**config.mk**
```make
export PLATFORM = sky130hd
export DESIGN_NAME = ring_freq_meter
export DESIGN_NICKNAME = d
export VERILOG_FILES = /design/src/rtl/ring_freq_meter.sv
export SDC_FILE = /design/constraint.sdc
export NUM_CORES = 1
export LEC_CHECK = 0
export CORE_MARGIN = 5
export CORE_UTILIZATION = 45
export DETAILED_ROUTE_END_ITERATION = 12
export PLACE_DENSITY = 0.67
export SYNTH_ARGS = -nofsm -noshare
export SYNTH_HDL_FRONTEND = slang
export SYNTH_SLANG_ARGS = --single-unit
export TNS_END_PERCENT = 20
```
**constraint.sdc**
```tcl
create_clock -name clk -period 2.4 [get_ports clk]
set_clock_uncertainty 0.15 [all_clocks]
set_input_delay 0.48 -clock clk [delete_from_list [all_inputs] [get_ports clk]]
set_output_delay 0.48 -clock clk [all_outputs]
set_load 0.1 [all_outputs]
```
**src/rtl/ring_freq_meter.sv**
```systemverilog
// ring_freq_meter
//
// Gated edge counter for reading divided ring-oscillator taps as numbers.
// One of NCH asynchronous taps is selected, synchronised and its rising
// edges are counted over a programmable window of clk cycles. The result is
// offered with a valid/ack handshake.
//
// Ports:
//   clk       system clock, all state updates on its rising edge
//   rst       synchronous active-high reset
//   osc_in    NCH oscillator/divider taps, asynchronous to clk
//   ch_sel    channel to measure, captured on an accepted start
//   gate_len  window length in clk cycles, captured on an accepted start
//   start     measurement request, honoured only when idle
//   ack       result acknowledge, honoured only while valid
//   busy      measurement in progress (arming or counting)
//   valid     result available; count/overflow stable while high
//   count     rising edges seen in the window (saturating)
//   overflow  counter hit all-ones and lost at least one edge
module ring_freq_meter #(
  parameter int NCH    = 4,
  parameter int SEL_W  = 2,
  parameter int CNT_W  = 16,
  parameter int GATE_W = 16
) (
  input  logic              clk,
  input  logic              rst,
  input  logic [NCH-1:0]    osc_in,
  input  logic [SEL_W-1:0]  ch_sel,
  input  logic [GATE_W-1:0] gate_len,
  input  logic              start,
  input  logic              ack,
  output logic              busy,
  output logic              valid,
  output logic [CNT_W-1:0]  count,
  output logic              overflow
);

  localparam int PAD_W = 2 ** SEL_W;

  typedef enum logic [1:0] {IDLE, ARM, MEASURE, DONE} state_t;

  state_t             state;
  logic [SEL_W-1:0]   ch_q;
  logic [GATE_W-1:0]  gate_q;
  logic [GATE_W-1:0]  gate_cnt;
  logic [1:0]         arm_cnt;
  logic [PAD_W-1:0]   osc_pad;
  logic               tap;
  logic               sync_p0;
  logic               sync_p1;
  logic               sync_p2;
  logic               rise;

  // Unused select codes read zero-padded taps, so an out-of-range channel
  // simply measures a constant-low input.
  always_comb begin
    osc_pad = '0;
    osc_pad[NCH-1:0] = osc_in;
  end

  assign tap  = osc_pad[ch_q];
  assign rise = sync_p1 & ~sync_p2;

  always_ff @(posedge clk) begin
    if (rst) begin
      state    <= IDLE;
      ch_q     <= '0;
      gate_q   <= '0;
      gate_cnt <= '0;
      arm_cnt  <= '0;
      sync_p0  <= 1'b0;
      sync_p1  <= 1'b0;
      sync_p2  <= 1'b0;
      busy     <= 1'b0;
      valid    <= 1'b0;
      count    <= '0;
      overflow <= 1'b0;
    end else begin
      // p0/p1: two-flop synchroniser; p2: previous level for edge detection
      sync_p0 <= tap;
      sync_p1 <= sync_p0;
      sync_p2 <= sync_p1;

      case (state)
        IDLE: begin
          if (start) begin
            ch_q     <= ch_sel;
            gate_q   <= gate_len;
            count    <= '0;
            overflow <= 1'b0;
            arm_cnt  <= '0;
            busy     <= 1'b1;
            state    <= ARM;
          end
        end

        // Three cycles let the synchroniser drain the previous channel's
        // history, so the first counted edge belongs to the new channel.
        ARM: begin
          if (arm_cnt == 2'd2) begin
            if (gate_q != '0) begin
              gate_cnt <= gate_q;
              state    <= MEASURE;
            end else begin
              busy  <= 1'b0;
              valid <= 1'b1;
              state <= DONE;
            end
          end else begin
            arm_cnt <= arm_cnt + 2'd1;
          end
        end

        MEASURE: begin
          if (rise) begin
            if (count == '1) begin
              overflow <= 1'b1;
            end else begin
              count <= count + 1'b1;
            end
          end
          if (gate_cnt == GATE_W'(1)) begin
            busy  <= 1'b0;
            valid <= 1'b1;
            state <= DONE;
          end else begin
            gate_cnt <= gate_cnt - 1'b1;
          end
        end

        DONE: begin
          if (ack) begin
            valid <= 1'b0;
            state <= IDLE;
          end
        end

        default: state <= IDLE;
      endcase
    end
  end

endmodule

```
==> results of run 1 <==
==> through the flow <==
stage / setup WS, ns / setup TNS (ns)
final: 0.0202 / 0
after global routing: -0.0963 / -0.277
after CTS: 0.00211 / 0
after detailed placement: -0.188 / -1.10
after global placement: -0.159 / -0.858
after floorplan: 0.0000673 / 0
==> layout make-up <==
class	instances	area, um^2	share of cell area (%)
clock inverters	4	48.8	1.12
multi-input cells	303	1950	44.8
repair buffers	99	822	18.9
clock buffers	12	145	3.33
well taps	99	124	2.84
flip-flops and latches	60	1220	28.0
inverters	13	48.8	1.12
==> per-layer routing <==
metal	track usage (%)	routed length, um
met1	29.3	4190
met2	31.2	3880
met3	3.67	514
met4	6.49	72
met5	0	0
==> sequential cells by signal, indices dropped and copies added (netlist names), 2 cells and up <==
| register | flops |
|---|---|
| arm_cnt | 2 |
| ch_q | 2 |
| count | 16 |
| gate_cnt | 16 |
| gate_q | 16 |
| state | 2 |
==> synthesized netlist by cell type, drive strengths merged, types with 3 or more instances <==
cell type,count
or3,4
a211oi,5
a2111oi,3
or2,3
nor2,23
or4,12
mux2i,3
nor2b,7
a21oi,43
xor2,7
o21ai,15
buf,6
dfxtp,60
nand3,23
and4,3
nand4b,3
a31oi,5
nand4,9
o211ai,6
o41ai,3
ha,8
and2,5
o21a,4
o31ai,5
inv,13
clkbuf,18
a32oi,3
nor4,6
nand2,55
nor3,10
==> layout by cell type, fill, tap and decap left out, types with 5 or more instances in the layout <==
cell type,count
nand3_1,23
or4_1,6
dfxtp_2,15
xor2_1,7
clkdlybuf4s50_1,25
a211oi_1,5
a31oi_1,5
dfxtp_1,45
and2_1,5
a21oi_1,41
nor2_1,22
clkbuf_8,10
nor3_1,10
nor2b_1,7
ha_1,7
o21ai_0,13
nand2_1,54
o31ai_1,5
or4_4,6
buf_4,72
nand4_1,9
inv_1,13
o211ai_1,6
==> power groups by stage <==
| stage | Combinational (uW) | Sequential, uW | Clock (uW) |
|---|---|---|---|
| detailed placement | 2180 | 1270 | 0 |
| floorplan | 1340 | 1380 | 0 |
| finish | 2290 | 1250 | 909 |
| global route | 2520 | 1270 | 978 |
| global placement | 2140 | 1260 | 0 |
| CTS | 2250 | 1250 | 931 |
==> timing repair <==
action | 4_1_cts | 5_1_grt
pin swaps | 2 | 4
buffers inserted | 2 | 0
setup endpoints to repair | 11 | 18
gates cloned | 0 | 0
resized for setup | 6 | 8
hold buffers | 0 | 0
==> cells by family after synthesis <==
group,share of synthesized area (%)
buffers and inverters,4.71
AO/OA/AOI/OAI,23.1
flip-flops,37.0
XOR/XNOR,2.16
multiplexers,1.97
AND/OR/NAND/NOR,27.9
adder cells (fa/ha/maj),3.09
==> worst paths after layout <==
kind         slack (ns)                     from                       end
max                0.02  gate_q[15]$_SDFFE_PP0P_  gate_cnt[7]$_SDFFE_PP0P_
min                0.30       sync_p0$_SDFF_PP0_        sync_p1$_SDFF_PP0_
min reg2reg        0.30       sync_p0$_SDFF_PP0_        sync_p1$_SDFF_PP0_
max reg2reg        0.02  gate_q[15]$_SDFFE_PP0P_  gate_cnt[7]$_SDFFE_PP0P_
==> results.md, run 1 <==
* Core Region at 0.00714 mm^2
* CP Launch Type: flip-flop
* Hold/Removal Path Class: reg2reg
* Net Count, Synth at 434
* Sw frac at 41.4%
* Root buf cell: clkbuf_8
* Yosys warning count at 0
* Total chip power at 4450 uW
* Crit-path cells: or4_4 > o41ai_1 > buf_4 > a2111oi_0 > buf_4 > nor3b_1 > a311o_1
* Placed cell area at 0.00409 mm^2
* Worst-Margin Slew at 0.592 ns
* Iteration-0 DRC Markers at 280
* Number of synthesized flops with an enable pin at 0
* Outcome: finished clean
* Delay of the slowest cell on the worst path at 0.56 ns
* CP arrival at 2.45 ns
* Final Instance Area at 0.00436 mm^2
* Num CTS Buffers at 9
* Pwr Density at 1020 mW/mm^2
* DRC Markers at 0
* Post-synth top area share at 37.0%
* Crit-path most repeated cell: buf_4
* Avg WL per Cell at 14.7 um
* Library cells used by synthesis at 64
* Seq pwr share at 28.1%
* Non-filler instance count after layout at 590
* CP Max Fanout at 5
* Routed Antenna Nets at 0
* Cell Int Power at 2610 uW
* Min Tclk post-route at 2.38 ns
* Slew headroom at 60.2%
* Buf/Inv on CP at 2
* Clock power share at 20.4%
* Mean Syn Cell Area at 8.11 um^2
* Worst VDD drop at 0.444 mV
* Fin. max-slew vios at 0
* DRT Wirelength at 8.66 mm
* Max clock buf depth at 2
* Post-synthesis register bit count at 60
* H-tree levels at 3
* Fin nets at 520
* Cell Area, Synth at 0.00324 mm^2
* CTS tree: done
* Max-capacitance violation count at 0
* DIE HEIGHT at 94.9 um
* Die area at 0.00901 mm^2
* Placed insts at 573
* Port-buffer cells at 44
* Detailed placement HPWL at 6.24 mm
* Post-synthesis sequential area ratio at 37.0%
* Global route overflow at 0
* First drt pass iteration count at 4
* Worst endpoint required time at 2.47 ns
* Initial antenna violation count at 0
* Final hold vios at 0
* Asr flop ratio synth at 0%
* Post-Syn Instances at 400
* Fmax at 0.420 GHz
* Number of fill cells at 682
* Starting Density at 45.4%
* Final hold slack at 0.296 ns
* Clock Pin Slew Worst Setup and Hold Paths at 0.07 ns
* Leakage power at 0.00170 uW
* Share of cells above drive strength 1 at 25.9%
* Final weighted congestion in routability-driven placement at 0.875
* Largest net degree at the start of global routing at 23
* Chip Width at 94.9 um
* RSZ-0062 raised after global routing: yes
* WS Path Type: reg2reg
* Area Growth Syn to Fin at 34.5%
* Most used DFF post-synth: dfxtp_1
* # rows at 31
* Post-synth top area cell: dfxtp_1
* DR vias at 3266
* Io pins at 45
* Total GRT Usage at 20.5%
* Clock sink count at 60
* Hold Path Depth at 1
* Drt via density at 5.54
* Worst path top cell family by delay: compound AO/OA/AOI/OAI gates
* Vias in the first global route at 3056
* Final period util at 99.2%
* Switch Pwr at 1840 uW
* First-pass GRT wire length at 14.7 mm
* CP Depth at 7
* Final Core Density at 61.1%
* Final Setup Violations at 0
* Synth top area cells: dfxtp_1 37%, a21oi_1 6.5%, nand2_1 6.3%
* CP max-delay cell: or4_4
* Clock Latency Late Sink at 0.33 ns
* ANT cells at 0
* CP endpoint kind: flip-flop
* Worst reg2reg path depth at 7
* Combinational power share at 51.5%
Note: power is estimated with default switching activity, not from simulation.
==> run 2, diff against run 1 <==
- CTS_BUF_LIST: unset -> sky130_fd_sc_hd__clkbuf_4 sky130_fd_sc_hd__clkbuf_8
==> run 2 against run 1 <==
Count of clock-buffer cells in the layout unchanged. Final cell count is the same. Core utilization is 0.11 points higher. First-iteration DRC count fell by 12%. Fmax grew 0.10%. Cell area up 0.17%. Setup slack better by 0.0024 ns. Via count is 0.18% higher. Sequential power is essentially flat. Critical path type unchanged. Clock power increased by 2.5%. Global-route usage is essentially flat. Non-clock buffer count did not move.
==> results.md, run 2 (synthesis gave the netlist of run 1 again) <==
* Final Setup Violations at 0 (unchanged)
* Leakage power at 0.00171 uW (+0.40%)
* CP endpoint kind: flip-flop
* Final hold vios at 0 (unchanged)
* Iteration-0 DRC Markers at 246 (-12%)
* Final period util at 99.1% (-0.10 points)
* Largest net degree at the start of global routing at 23 (unchanged)
* Routed Antenna Nets at 0 (unchanged)
* Placed insts at 573 (unchanged)
* Largest regs: count x16, gate_cnt x16, gate_q x16
* Clock Latency Late Sink at 0.33 ns (about the same)
* Final worst slack at 0.0226 ns (+0.00245 ns)
* Core Region at 0.00714 mm^2 (unchanged)
* CP Max Fanout at 5 (unchanged)
* Min Tclk post-route at 2.38 ns (-0.00245 ns)
* Starting Density at 45.4% (unchanged)
* Io pins at 45 (unchanged)
* Fin nets at 520 (unchanged)
* Die area at 0.00901 mm^2 (unchanged)
* Hold path endpoint: sync_p1$_SDFF_PP0_
* Worst-Margin Slew at 0.594 ns (+0.00193 ns)
* Max-capacitance violation count at 0 (unchanged)
* First drt pass iteration count at 4 (unchanged)
* Worst VDD drop at 0.442 mV (-0.47%)
* Pwr Density at 1020 mW/mm^2 (+0.36%)
* Crit-path most repeated cell: buf_4
* DRT Wirelength at 8.68 mm (+0.28%)
* DIE HEIGHT at 94.9 um (unchanged)
* Drt via density at 5.55 (+0.18%)
* R2R Path End: gate_cnt[7]$_SDFFE_PP0P_
* FF-to-FF setup slack at 0.02 ns (about the same)
* Detailed placement HPWL at 6.24 mm (unchanged)
* First-pass GRT wire length at 14.8 mm (about the same)
* Num CTS Buffers at 9 (unchanged)
* CP max-delay cell: or4_4
* Outcome: finished clean
* Delay of the slowest cell on the worst path at 0.56 ns (about the same)
* Reg2Reg Launch Point: gate_q[15]$_SDFFE_PP0P_
* Fmax at 0.421 GHz (+0.10%)
* Share of cells above drive strength 1 at 26.3% (+0.41 points)
* Most common cell after layout, fill and taps aside: buf_4
* Worst reg2reg path depth at 7 (unchanged)
* CP Launch Type: flip-flop
* RSZ-0062 raised after global routing: yes
* Max clock buf depth at 2 (unchanged)
* Initial antenna violation count at 0 (unchanged)
* Crit-path cells: or4_4 > o41ai_1 > buf_4 > a2111oi_0 > buf_4 > nor3b_1 > a311o_1
* WS Path Type: reg2reg
* Min-delay src: sync_p0$_SDFF_PP0_
* Worst endpoint required time at 2.47 ns (about the same)
* Fin Setup TNS at 0 ns (unchanged)
* Area Growth Syn to Fin at 34.7%
* CTS tree: done
* ANT cells at 0 (unchanged)
* Clock Pin Slew Worst Setup and Hold Paths at 0.07 ns (about the same)
* Clock sink count at 60 (unchanged)
* DRC Markers at 0 (unchanged)
* Chip Width at 94.9 um (unchanged)
* DR vias at 3272 (+0.18%)
* Avg WL per Cell at 14.7 um (+0.28%)
* Global route overflow at 0 (unchanged)
* Total GRT Usage at 20.5% (about the same)
* CP arrival at 2.45 ns (about the same)
* DP Worst Slack at -0.188 ns (unchanged)
* Root buf cell: clkbuf_8
* Number of fill cells at 682 (unchanged)
* Vias in the first global route at 3060 (+0.13%)
* H-tree levels at 3 (unchanged)
* Non-filler instance count after layout at 590 (unchanged)
* Port-buffer cells at 44 (unchanged)
* Hold Path Depth at 1 (unchanged)
* Final weighted congestion in routability-driven placement at 0.875 (unchanged)
* # rows at 31 (unchanged)
* Fin. max-slew vios at 0 (unchanged)
* Slew headroom at 60.1% (-0.13 points)
* Most frequent cells in the layout: 72 x buf_4, 54 x nand2_1, 45 x dfxtp_1, 41 x a21oi_1, 25 x clkdlybuf4s50_1
* Hold/Removal Path Class: reg2reg
[run 2: cell types whose count changed in the layout (fill, tap and decap cells not counted)]
cell	previous run	this run
clkbuf_1	2	0
clkbuf_4	0	2
[run 2: layout make-up]
cell class                 count  area (um^2)  area share, %
clock inverter                 4         48.8           1.12
sequential                    60         1220           27.9
tap                           99          124           2.84
multi-input combinational    303         1950           44.7
timing repair buffer          99          822           18.8
inverter                      13         48.8           1.12
clock buffer                  12          153           3.49
[run 2: where the power goes]
group          switching, uW  leakage [uW]  internal [uW]
Combinational           1340       0.00111            951
Sequential              97.5      0.000496           1150
Clock                    402      0.000107            530
[run 2: how the worst max path moves through the flow]
stage / startpoint / end / slack, ns / cells after the start
4_1_cts: gate_q[7]$_SDFFE_PP0P_ / busy$_SDFFE_PP0P_ / 0.002 / 6
6_report: gate_q[15]$_SDFFE_PP0P_ / gate_cnt[7]$_SDFFE_PP0P_ / 0.02 / 7
3_3_place_gp: start / count[15]$_SDFFE_PP0P_ / -0.16 / 7
2_1_floorplan: count[12]$_SDFFE_PP0P_ / count[15]$_SDFFE_PP0P_ / 0.00007 / 5
3_5_place_dp: start / count[15]$_SDFFE_PP0P_ / -0.19 / 7
5_1_grt: gate_q[15]$_SDFFE_PP0P_ / gate_cnt[7]$_SDFFE_PP0P_ / -0.1 / 7
[run 2: timing repair]
action | 4_1_cts | 5_1_grt
buffers inserted | 2 | 0
pin swaps | 2 | 4
hold buffers | 0 | 0
gates resized for setup | 6 | 8
endpoints found under the setup margin | 11 | 18
[run 2: routing by layer]
metal	track usage (%)	vias to the layer above	wire (um)
li1	-	1661	-
met1	29.3	1509	4170
met2	31.2	96	3940
met3	3.67	6	488
met4	6.49	0	80
met5	0	-	0
[run 2: metrics by stage]
step / instance area (um^2) / hold WS [ns] / util, % / total power (uW)
3_3_place_gp: 4090 / 0.273 / 57.3 / 3400
3_5_place_dp: 4090 / 0.276 / 57.3 / 3440
2_1_floorplan: 3260 / 0.264 / - / 2720
6_report: 4370 / 0.296 / 61.2 / 4470
4_1_cts: 4330 / 0.295 / 60.7 / 4450
5_1_grt: 4370 / 0.329 / 61.2 / 4790
[run 2: worst max-delay path, delay by kind of cell (launching register included)]
family	cells	cell delay (ns)
AO/OA/AOI/OAI	3	0.74
buffers and inverters	2	0.37
flip-flops	1	0.31
AND/OR/NAND/NOR	2	0.70
